[src/rtl/writeback_arbiter_if.sv]
// Result/writeback bundle between the execution units and the writeback arbiter.
// Carries the ALU and load-unit valid/ready result handshakes plus the register-file write port.
// master: execution-unit/register-file side; slave: the arbiter itself.
interface writeback_arbiter_if;
  logic        alu_valid;
  logic        alu_ready;
  logic [4:0]  alu_rd;
  logic [31:0] alu_data;

  logic        lsu_valid;
  logic        lsu_ready;
  logic [4:0]  lsu_rd;
  logic [31:0] lsu_data;

  logic        wb_en;
  logic [4:0]  wb_addr;
  logic [31:0] wb_data;

  modport master (
    output alu_valid, alu_rd, alu_data,
    input  alu_ready,
    output lsu_valid, lsu_rd, lsu_data,
    input  lsu_ready,
    input  wb_en, wb_addr, wb_data
  );

  modport slave (
    input  alu_valid, alu_rd, alu_data,
    output alu_ready,
    input  lsu_valid, lsu_rd, lsu_data,
    output lsu_ready,
    output wb_en, wb_addr, wb_data
  );
endinterface

[src/rtl/writeback_arbiter.sv]
// Purpose: merges ALU results and queued load results onto one register-file write port, with bypass.
// Latency: selected result appears on wb_* one cycle later; a load result needs 2 cycles through an empty FIFO.
// Backpressure: lsu_ready drops when the FIFO is full; alu_ready drops on a same-rd conflict or a starved FIFO.
// Ports: clk/reset (sync, active-high), wb_if (ALU + LSU handshakes, write port),
//        q1/q2 bypass queries, fifo_count occupancy.
module writeback_arbiter #(
  parameter int DEPTH        = 4,
  parameter int STARVE_LIMIT = 4
) (
  input  logic                   clk,
  input  logic                   reset,
  writeback_arbiter_if.slave     wb_if,
  input  logic [4:0]             q1_addr,
  input  logic [4:0]             q2_addr,
  output logic                   q1_hit,
  output logic [31:0]            q1_data,
  output logic                   q2_hit,
  output logic [31:0]            q2_data,
  output logic [$clog2(DEPTH):0] fifo_count
);
  localparam int PW = $clog2(DEPTH);
  localparam int CW = PW + 1;
  localparam int SW = $clog2(STARVE_LIMIT + 1);

  // Load-result FIFO storage and state
  logic [4:0]    fifo_rd  [DEPTH];
  logic [31:0]   fifo_dat [DEPTH];
  logic [PW-1:0] rd_ptr, wr_ptr;
  logic [CW-1:0] count;
  logic [SW-1:0] starve_cnt;

  // Output stage
  logic          wb_en_q;
  logic [4:0]    wb_addr_q;
  logic [31:0]   wb_data_q;

  logic          empty, full, force_pop, conflict;
  logic          alu_fire, push, pop, sel_vld;
  logic [4:0]    sel_rd;
  logic [31:0]   sel_dat;
  logic [PW-1:0] idx;
  logic          q1_fifo, q2_fifo;
  logic [31:0]   q1_fifo_dat, q2_fifo_dat;

  assign empty     = (count == '0);
  assign full      = (count == CW'(DEPTH));
  assign force_pop = !empty && (starve_cnt == SW'(STARVE_LIMIT));

  // Walk the live entries oldest to youngest; later matches overwrite earlier
  // ones so the bypass data ends up from the youngest matching entry.
  always_comb begin
    conflict    = 1'b0;
    q1_fifo     = 1'b0;
    q2_fifo     = 1'b0;
    q1_fifo_dat = '0;
    q2_fifo_dat = '0;
    idx         = '0;
    for (int i = 0; i < DEPTH; i++) begin
      idx = rd_ptr + PW'(i);
      if (CW'(i) < count) begin
        if (fifo_rd[idx] == wb_if.alu_rd) conflict = 1'b1;
        if (fifo_rd[idx] == q1_addr) begin
          q1_fifo     = 1'b1;
          q1_fifo_dat = fifo_dat[idx];
        end
        if (fifo_rd[idx] == q2_addr) begin
          q2_fifo     = 1'b1;
          q2_fifo_dat = fifo_dat[idx];
        end
      end
    end
  end

  // Holding the ALU back on a same-rd conflict keeps per-register ordering:
  // the queued load drains first because a stalled ALU never fires.
  assign wb_if.alu_ready = !reset && !force_pop && !conflict;
  // Readiness depends only on occupancy, so a same-cycle pop never frees a full FIFO.
  assign wb_if.lsu_ready = !reset && !full;

  assign alu_fire = wb_if.alu_valid && wb_if.alu_ready;
  assign pop      = !alu_fire && !empty;
  // rd = 0 loads are handshaken but never stored.
  assign push     = wb_if.lsu_valid && wb_if.lsu_ready && (wb_if.lsu_rd != 5'd0);
  assign sel_vld  = alu_fire || pop;
  assign sel_rd   = alu_fire ? wb_if.alu_rd   : fifo_rd[rd_ptr];
  assign sel_dat  = alu_fire ? wb_if.alu_data : fifo_dat[rd_ptr];

  always_ff @(posedge clk) begin
    if (push) begin
      fifo_rd[wr_ptr]  <= wb_if.lsu_rd;
      fifo_dat[wr_ptr] <= wb_if.lsu_data;
    end
  end

  always_ff @(posedge clk) begin
    if (reset) begin
      rd_ptr     <= '0;
      wr_ptr     <= '0;
      count      <= '0;
      starve_cnt <= '0;
      wb_en_q    <= 1'b0;
      wb_addr_q  <= '0;
      wb_data_q  <= '0;
    end else begin
      if (push) wr_ptr <= wr_ptr + PW'(1);
      if (pop)  rd_ptr <= rd_ptr + PW'(1);
      case ({push, pop})
        2'b10:   count <= count + CW'(1);
        2'b01:   count <= count - CW'(1);
        default: count <= count;
      endcase
      if (empty || pop)
        starve_cnt <= '0;
      else if (starve_cnt != SW'(STARVE_LIMIT))
        starve_cnt <= starve_cnt + SW'(1);
      wb_en_q <= sel_vld && (sel_rd != 5'd0);
      // Address/data only move on a real write; otherwise they hold.
      if (sel_vld && (sel_rd != 5'd0)) begin
        wb_addr_q <= sel_rd;
        wb_data_q <= sel_dat;
      end
    end
  end

  // Outputs are forced low while reset is held, including the cycle it is first seen.
  assign wb_if.wb_en   = !reset && wb_en_q;
  assign wb_if.wb_addr = reset ? 5'd0  : wb_addr_q;
  assign wb_if.wb_data = reset ? 32'd0 : wb_data_q;
  assign fifo_count    = reset ? '0    : count;

  assign q1_hit  = !reset && (q1_addr != 5'd0) &&
                   (q1_fifo || (wb_en_q && (wb_addr_q == q1_addr)));
  assign q2_hit  = !reset && (q2_addr != 5'd0) &&
                   (q2_fifo || (wb_en_q && (wb_addr_q == q2_addr)));
  assign q1_data = !q1_hit ? 32'd0 : (q1_fifo ? q1_fifo_dat : wb_data_q);
  assign q2_data = !q2_hit ? 32'd0 : (q2_fifo ? q2_fifo_dat : wb_data_q);
endmodule

[src/flat_wrapper.sv]
// flat-port wrapper written by rule: the top's interface ports become plain ports
module writeback_arbiter_flat 
#(
  parameter int DEPTH        = 4,
  parameter int STARVE_LIMIT = 4
)
  (clk, reset, q1_addr, q2_addr, q1_hit, q1_data, q2_hit, q2_data, fifo_count, wb_if_alu_valid, wb_if_alu_rd, wb_if_alu_data, wb_if_alu_ready, wb_if_lsu_valid, wb_if_lsu_rd, wb_if_lsu_data, wb_if_lsu_ready, wb_if_wb_en, wb_if_wb_addr, wb_if_wb_data);
  writeback_arbiter_if wb_if_i ();
  input  logic clk;
  input  logic reset;
  input  logic [4:0] q1_addr;
  input  logic [4:0] q2_addr;
  output logic q1_hit;
  output logic [31:0] q1_data;
  output logic q2_hit;
  output logic [31:0] q2_data;
  output logic [$clog2(DEPTH):0] fifo_count;
  input wire logic [$bits(wb_if_i.alu_valid)-1:0] wb_if_alu_valid;
  input wire logic [$bits(wb_if_i.alu_rd)-1:0] wb_if_alu_rd;
  input wire logic [$bits(wb_if_i.alu_data)-1:0] wb_if_alu_data;
  output wire logic [$bits(wb_if_i.alu_ready)-1:0] wb_if_alu_ready;
  input wire logic [$bits(wb_if_i.lsu_valid)-1:0] wb_if_lsu_valid;
  input wire logic [$bits(wb_if_i.lsu_rd)-1:0] wb_if_lsu_rd;
  input wire logic [$bits(wb_if_i.lsu_data)-1:0] wb_if_lsu_data;
  output wire logic [$bits(wb_if_i.lsu_ready)-1:0] wb_if_lsu_ready;
  output wire logic [$bits(wb_if_i.wb_en)-1:0] wb_if_wb_en;
  output wire logic [$bits(wb_if_i.wb_addr)-1:0] wb_if_wb_addr;
  output wire logic [$bits(wb_if_i.wb_data)-1:0] wb_if_wb_data;
  assign wb_if_i.alu_valid = wb_if_alu_valid;
  assign wb_if_i.alu_rd = wb_if_alu_rd;
  assign wb_if_i.alu_data = wb_if_alu_data;
  assign wb_if_alu_ready = wb_if_i.alu_ready;
  assign wb_if_i.lsu_valid = wb_if_lsu_valid;
  assign wb_if_i.lsu_rd = wb_if_lsu_rd;
  assign wb_if_i.lsu_data = wb_if_lsu_data;
  assign wb_if_lsu_ready = wb_if_i.lsu_ready;
  assign wb_if_wb_en = wb_if_i.wb_en;
  assign wb_if_wb_addr = wb_if_i.wb_addr;
  assign wb_if_wb_data = wb_if_i.wb_data;
  writeback_arbiter #(.DEPTH(DEPTH), .STARVE_LIMIT(STARVE_LIMIT)) u_core (.clk(clk), .reset(reset), .wb_if(wb_if_i), .q1_addr(q1_addr), .q2_addr(q2_addr), .q1_hit(q1_hit), .q1_data(q1_data), .q2_hit(q2_hit), .q2_data(q2_data), .fifo_count(fifo_count));
endmodule
[config.mk]
export PLATFORM = sky130hd
export DESIGN_NAME = writeback_arbiter_flat
export DESIGN_NICKNAME = d
export VERILOG_FILES = /design/src/rtl/writeback_arbiter_if.sv /design/src/rtl/writeback_arbiter.sv /design/src/flat_wrapper.sv
export SDC_FILE = /design/constraint.sdc
export NUM_CORES = 1
export LEC_CHECK = 0
export ABC_CLOCK_PERIOD_IN_PS = 4000
export CORE_ASPECT_RATIO = 1.5
export CORE_MARGIN = 2
export CORE_UTILIZATION = 46
export DETAILED_ROUTE_END_ITERATION = 10
export PLACE_DENSITY_LB_ADDON = 0.08
export RECOVER_POWER = 100
export SYNTH_ARGS = -nofsm -noshare
export SYNTH_HDL_FRONTEND = slang
export SYNTH_SLANG_ARGS = --single-unit
[constraint.sdc]
create_clock -name clk -period 4 [get_ports clk]
set_clock_uncertainty 0.1 [all_clocks]
set_input_delay 0.4 -clock clk [delete_from_list [all_inputs] [get_ports clk]]
set_output_delay 0.4 -clock clk [all_outputs]
set_load 0.02 [all_outputs]
### Yosys cells after proc, flatten, opt, wreduce, memory -nomap -nowiden

Memories as Yosys holds them, arrays and structs flattened. A register that Yosys moved wholly into a read port is not among the register bits.
Cells that the tools add are included.

* add/sub/neg operators: 7
* magnitude comparators: 4
* equal/unequal tests: 19
* muxes and demuxes: 56
* reductions and logical operators: 33

Operator list (number)
* 2-to-1 mux 32 bit: 22
* equality test 5 bit: 14
* 2-to-1 mux 1 bit: 26
* nonzero test 5 bit: 4
* logical AND 1 bit: 16
* 2-to-1 mux 5 bit: 2
* 2-to-1 mux 2 bit: 4
* adder 3 x 1 -> 3 bit, second input constant: 2
* equality test 3 bit, second input constant: 2
* zero test 1 bit: 6
* < comparator 1 x 3 -> 1 bit, first input constant: 2
* < comparator 2 x 3 -> 1 bit, first input constant: 2
* one-hot mux 3 bit (2 select lines): 1
* adder 2 x 1 -> 2 bit, second input constant: 2
* adder 2 bit, second input constant: 2
* logical OR 1 bit: 4
* zero test 3 bit: 1
* 2-to-1 mux 3 bit: 1
* != test 3 bit, second input constant: 1
* subtractor 3 x 1 -> 3 bit, second input constant: 1
* equality test 2 x 1 -> 1 bit, second input constant: 1
* equality test 2 bit, second input constant: 1
* nonzero test 2 bit: 1
* OR reduction 2 bit: 1

* flip-flop bits (word level): 48
* RAM bits: 148
* bits of input ports: 88
* output and inout bits: 109
* logic and storage cells: 128
* memories kept: 2

Memories
* u_core.fifo_dat: words 4, width 32, rd ports 4, clocked after memory_dff 1, write ports 1, line writeback_arbiter.sv:27 `logic [31:0] fifo_dat [DEPTH];`
* u_core.fifo_rd: words 4, width 5, rd ports 4, clocked after memory_dff 1, write ports 1, line writeback_arbiter.sv:26 `logic [4:0] fifo_rd [DEPTH];`

### Logic depth before layout (Yosys ltp)

* depth after elaboration: 16
* gate-level depth with buffers: 15
* gate-level depth less buffers: 12

### Worst setup path before layout

OpenSTA, ideal clock, no wires.

* path kind: flip-flop to output port
* start point: register u_core.rd_ptr[1]
* end point: output q1_data[22]
* data arrival time: 2989 ps
* data required time: 3500 ps
* setup slack: 511 ps
* stages on the path, launching flop included: 12
* buffers on the path: 4
* cells stage by stage: dfxtp_1 buf_2 buf_2 mux4_2 xnor2_1 nand3_1 or3b_1 clkbuf_1 o2111a_1 a221o_1 buf_6 a21oi_1

* longest elaborated chain between the ends: 12
* elaborated cells on any way between the ends: 24
* classes of those cells: add/sub: 3; eq/ne: 3; mux: 14; reduce/logical: 2; memory: 2

RTL lines
* start: declaration: line writeback_arbiter.sv:28 `logic [PW-1:0] rd_ptr, wr_ptr;`
* start signal: assignment: line writeback_arbiter.sv:106 `if (pop) rd_ptr <= rd_ptr + PW'(1);`
* adder 2 x 1 -> 2 bit: line writeback_arbiter.sv:59 `idx = rd_ptr + PW'(i);`
* memory read (4 x 5 bit)
* equality test 5 bit: line writeback_arbiter.sv:62 `if (fifo_rd[idx] == q1_addr) begin`
* 2-to-1 mux 1 bit: line writeback_arbiter.sv:62
* 2-to-1 mux 1 bit: line writeback_arbiter.sv:60 `if (CW'(i) < count) begin`
* 2-to-1 mux 1 bit: line writeback_arbiter.sv:62
* 2-to-1 mux 1 bit: line writeback_arbiter.sv:60
* 2-to-1 mux 1 bit: line writeback_arbiter.sv:62
* 2-to-1 mux 1 bit: line writeback_arbiter.sv:60
* logical OR 1 bit: line writeback_arbiter.sv:132 `(q1_fifo || (wb_en_q && (wb_addr_q == q1_addr)));`
* logical AND 1 bit: line writeback_arbiter.sv:131 `assign q1_hit = !reset && (q1_addr != 5'd0) &&`
* 2-to-1 mux 32 bit (*): line writeback_arbiter.sv:135 `assign q1_data = !q1_hit ? 32'd0 : (q1_fifo ? q1_fifo_dat : wb_data_q);`
* end: declaration: line flat_wrapper.sv:14 `output logic [31:0] q1_data;`

Every way passes the cells marked *; elsewhere a longest branch is shown, timed or not.

### Worst setup path after layout

* start point: register u_core.rd_ptr[0]
* end point: output q2_data[24]

* longest elaborated chain between the ends: 12
* elaborated cells on any way between the ends: 24
* classes of those cells: add/sub: 3; eq/ne: 3; mux: 14; reduce/logical: 2; memory: 2

RTL lines
* adder 2 x 1 -> 2 bit: line writeback_arbiter.sv:59
* memory read (4 x 5 bit)
* equality test 5 bit: line writeback_arbiter.sv:66 `if (fifo_rd[idx] == q2_addr) begin`
* 2-to-1 mux 1 bit: line writeback_arbiter.sv:66
* 2-to-1 mux 1 bit: line writeback_arbiter.sv:60
* 2-to-1 mux 1 bit: line writeback_arbiter.sv:66
* 2-to-1 mux 1 bit: line writeback_arbiter.sv:60
* 2-to-1 mux 1 bit: line writeback_arbiter.sv:66
* 2-to-1 mux 1 bit: line writeback_arbiter.sv:60
* logical OR 1 bit: line writeback_arbiter.sv:134 `(q2_fifo || (wb_en_q && (wb_addr_q == q2_addr)));`
* logical AND 1 bit: line writeback_arbiter.sv:133 `assign q2_hit = !reset && (q2_addr != 5'd0) &&`
* 2-to-1 mux 32 bit (*): line writeback_arbiter.sv:136 `assign q2_data = !q2_hit ? 32'd0 : (q2_fifo ? q2_fifo_dat : wb_data_q);`
* end: declaration: line flat_wrapper.sv:16 `output logic [31:0] q2_data;`

Marks and branches as above.

==> impl_results.md <==
- Status: finished with violations
- Failing checks: capacitance limit, slew limit, setup timing
- RSZ-0062 raised after global routing: true
- CP dominant cell by count: buf_12
- # rows: 79
- Dominant synthesized flop cell: edfxtp_1
- R2R Setup Slk: 0.09 ns
- Net Sw Frac: 40.5%
- Number of global-route vias before repair: 12,700
- Post-placement cell area: 0.0177 mm2
- Post-DP HPWL: 33,300 um
- Average wire per standard cell: 26.8 um
- Syn. warnings: 0
- # IOs: 197
- Initial antenna violation count: 2
- Crit path kind: flip-flop to primary output
- Die Y: 222 um
- Final core utilization: 59.8%
- Pre-CTS setup slack: -0.0718 ns
- Remaining antenna violation count: 0
- CTS root buf: clkbuf_16
- Total design power: 0.00940 W
- Placer's final routability congestion estimate: 0.963
- WL final: 51,100 um
- Max-Cap Viols: 1
- Static leakage: 6.12 nW
- H-Tree Depth: 4
- GRT overflow: 0
- Met3 WL: 4190 um
- CTS tree: built
- Combinational power share: 53.5%
- Synthesized Nets: 1,381
- Path type of the worst min-delay path: flip-flop to flip-flop
- Syn Std Cell Area: 0.0146 mm2
- Core Footprint: 0.0311 mm2
- Synthesized flop and latch total: 198
- Post-route worst setup slack: -0.0567 ns
- TritonCTS Buffers: 17
- Reg2reg end: u_core.rd_ptr[1]$_SDFFE_PP0P_
- DRC Markers: 0
- Slew margin rel.: -23.4%
- Max Fclk: 247 MHz
- Cells on worst reg2reg path: 12
- Worst-path cell chain: clkbuf_16 > mux4_2 > buf_6 > xnor2_2 > nand4_1 > nor2_4 > buf_12 > nor4_4 > a221o_2 > buf_12 > a21oi_1 > buf_4
- CP delay by family, top: buffers and inverters
- Final Hold Violating Endpoints: 0
- Most common library cell in the layout ignoring fill and taps: edfxtp_1
- Cells after synthesis: 1,282
- CTS max path bufs: 2
- Die area: 0.0332 mm2
- CP endpoint kind: primary output
- WP data required: 3.50 ns
- Cell area after layout: 0.0186 mm2
- Largest net degree at the start of global routing: 65
- Initial Util: 46.9%
- IO Port Bufs: 196
- Chip width: 149 um
- Worst hold start: u_core.starve_cnt[1]$_SDFFE_PP0P_
- Hold Path Stages: 2
- Layout cell share with drive strength beyond 1: 29.8%
- R2r startpoint: u_core.count[1]$_SDFFE_PP0P_
- Met1 wire length: 18,600 um
- Clock transition at the registers of the reported paths: 0.08 ns
- Int Power: 0.00559 W
- Vias: 12,900
- Layout area overhead: 27.4%
- Total GRT Usage: 30.7%
- CTS Sinks: 198
- Metal2 WL: 26,100 um
- VDD IR max: 0.365 mV
- NumNets Final: 1,587
- Final Max Slew Viols: 35
- Reg power frac: 28.9%
- Critical path startpoint category: flip-flop
- Post-synth EDFFs: 148
- Slowest stage cell, crit path: mux4_2
- Initial DRT Pass Iterations: 7
- Critical Path Fanout Max: 18
- First-pass GRT wire length: 76,000 um
- Vias per cell: 6.74
- Worst slew pin tran: 1.85 ns
- Post-synthesis sequential area ratio: 37.3%
- CP arrival: 3.56 ns
- Top Metal Used: met5
- Min Tclk post-route: 4.06 ns
- Async set-reset flop share out of synthesis: 0%
- Commonest cells after routing, fill and taps aside: edfxtp_1, mux4_2, buf_4
- Clock share of power: 17.5%
- WHS Endpoint: u_core.starve_cnt[1]$_SDFFE_PP0P_
- WP buf/inv: 5
- Final Cycle Share: 101%
- Power Dens Cells: 505 mW/mm2
- Worst-Skew Late Latency: 0.46 ns
- Syn Area/Cell: 11.4 um2
- CTS Hold Bufs: 0
- 1st-iter DRT viols: 1,135
- Net switching power: 0.00381 W
- CP max stage delay: 0.52 ns
- Filler instances: 2,608
- Yosys cell types: 47
- Final setup violation count: 6
==> cell families (layout without fill, tap and decap cells) <==
family | Yosys count | count (layout) | share of synthesized area, %
AO/OA/AOI/OAI | 363 | 363 | 17.3
XOR/XNOR | 74 | 74 | 4.44
adder cells (fa/ha/maj) | 11 | 11 | 0.942
buffers and inverters | 189 | 408 | 5.34
flip-flops | 198 | 198 | 37.3
multiplexers | 191 | 191 | 25.4
other | 0 | 1 | 0
AND/OR/NAND/NOR | 256 | 256 | 9.25
==> repair_timing <==
item                       4_1_cts  5_1_grt
setup buffers                    9        8
gates cloned                     1        2
gates resized for setup        257      148
setup endpoints to repair       66       67
pin swaps                        5        4
==> routing by layer <==
layer / global-route usage [%] / up-vias
met5: 0 / -
met4: 13.8 / 2
met3: 5.63 / 154
met2: 52.3 / 736
met1: 37.6 / 6451
li1: - / 5515
==> power by group through the flow <==
stage          Sequential (W)  Clock, W  Combinational (W)
2_1_floorplan         0.00263         0            0.00337
3_3_place_gp          0.00275         0            0.00477
3_5_place_dp          0.00276         0            0.00480
4_1_cts               0.00271   0.00168            0.00487
5_1_grt               0.00275   0.00176            0.00538
6_report              0.00272   0.00165            0.00503
==> stage by stage <==
stage,hold WS [ns],cells,TNS (ns)
final,0.419,1907,-0.149
after global routing,0.442,1907,-3.36
after CTS,0.185,1896,-0.115
after detailed placement,0.404,1854,-0.282
after global placement,0.398,1854,-0.131
after floorplan,0.369,1282,0
==> how the worst max path moves through the flow <==
stage / startpoint / to / cells after the start
global route: u_core.rd_ptr[0]$_SDFFE_PP0P_ / q2_data[19] / 13
finish: u_core.rd_ptr[0]$_SDFFE_PP0P_ / q2_data[24] / 12
CTS: u_core.rd_ptr[0]$_SDFFE_PP0P_ / q1_data[0] / 10
global placement: u_core.rd_ptr[0]$_SDFFE_PP0P_ / q1_data[0] / 10
floorplan: u_core.rd_ptr[1]$_SDFFE_PP0P_ / q1_data[22] / 11
detailed placement: u_core.rd_ptr[0]$_SDFFE_PP0P_ / q1_data[0] / 10
==> final cells by class <==
class                      instances  area [um2]  area share (%)
tap                              405         507            2.72
clock inverter                    11         101           0.545
inverter                          44         165           0.888
clock buffer                      21         440            2.37
multi-input combinational        895        8760            47.1
timing repair buffer             332        3170            17.1
antenna                            1        2.50          0.0134
sequential                       198        5460            29.3
==> flip-flops by register name, summed over array words and instances, names as in the netlist, named ones only <==
name,flops
u_core.wb_addr_q,5
u_core.starve_cnt,3
u_core.wr_ptr,2
u_core.fifo_dat,128
u_core.wb_en_q,1
u_core.fifo_rd,20
u_core.count,3
u_core.wb_data_q,32
u_core.rd_ptr,2
==> worst min-delay path, stage by stage (launching register included) <==
cell and delay (ns):
dfxtp_1 0.33, nand3_1 0.08, a21oi_1 0.06
==> cell usage after synthesis (all sizes together) (4+ instances only) <==
cell type / instances / area share [%]
ha: 11 / 0.94
nor3: 4 / 0.14
xnor2: 40 / 2.4
inv: 44 / 1.1
xor2: 34 / 2.0
nand2: 11 / 0.28
a211oi: 76 / 3.9
or3: 36 / 1.5
a22oi: 64 / 3.3
nand4: 5 / 0.21
nor4: 10 / 0.51
a21oi: 81 / 2.8
edfxtp: 148 / 30
nor2: 93 / 2.4
o211ai: 31 / 1.6
o221ai: 31 / 1.9
o21ai: 35 / 1.2
buf: 53 / 1.8
dfxtp: 50 / 6.9
mux2i: 45 / 3.1
nor2b: 75 / 3.2
and2: 6 / 0.26
a221oi: 32 / 1.9
nand3: 6 / 0.21
clkbuf: 92 / 2.4
mux4: 144 / 22
Note: power is estimated with default switching activity, not from simulation.
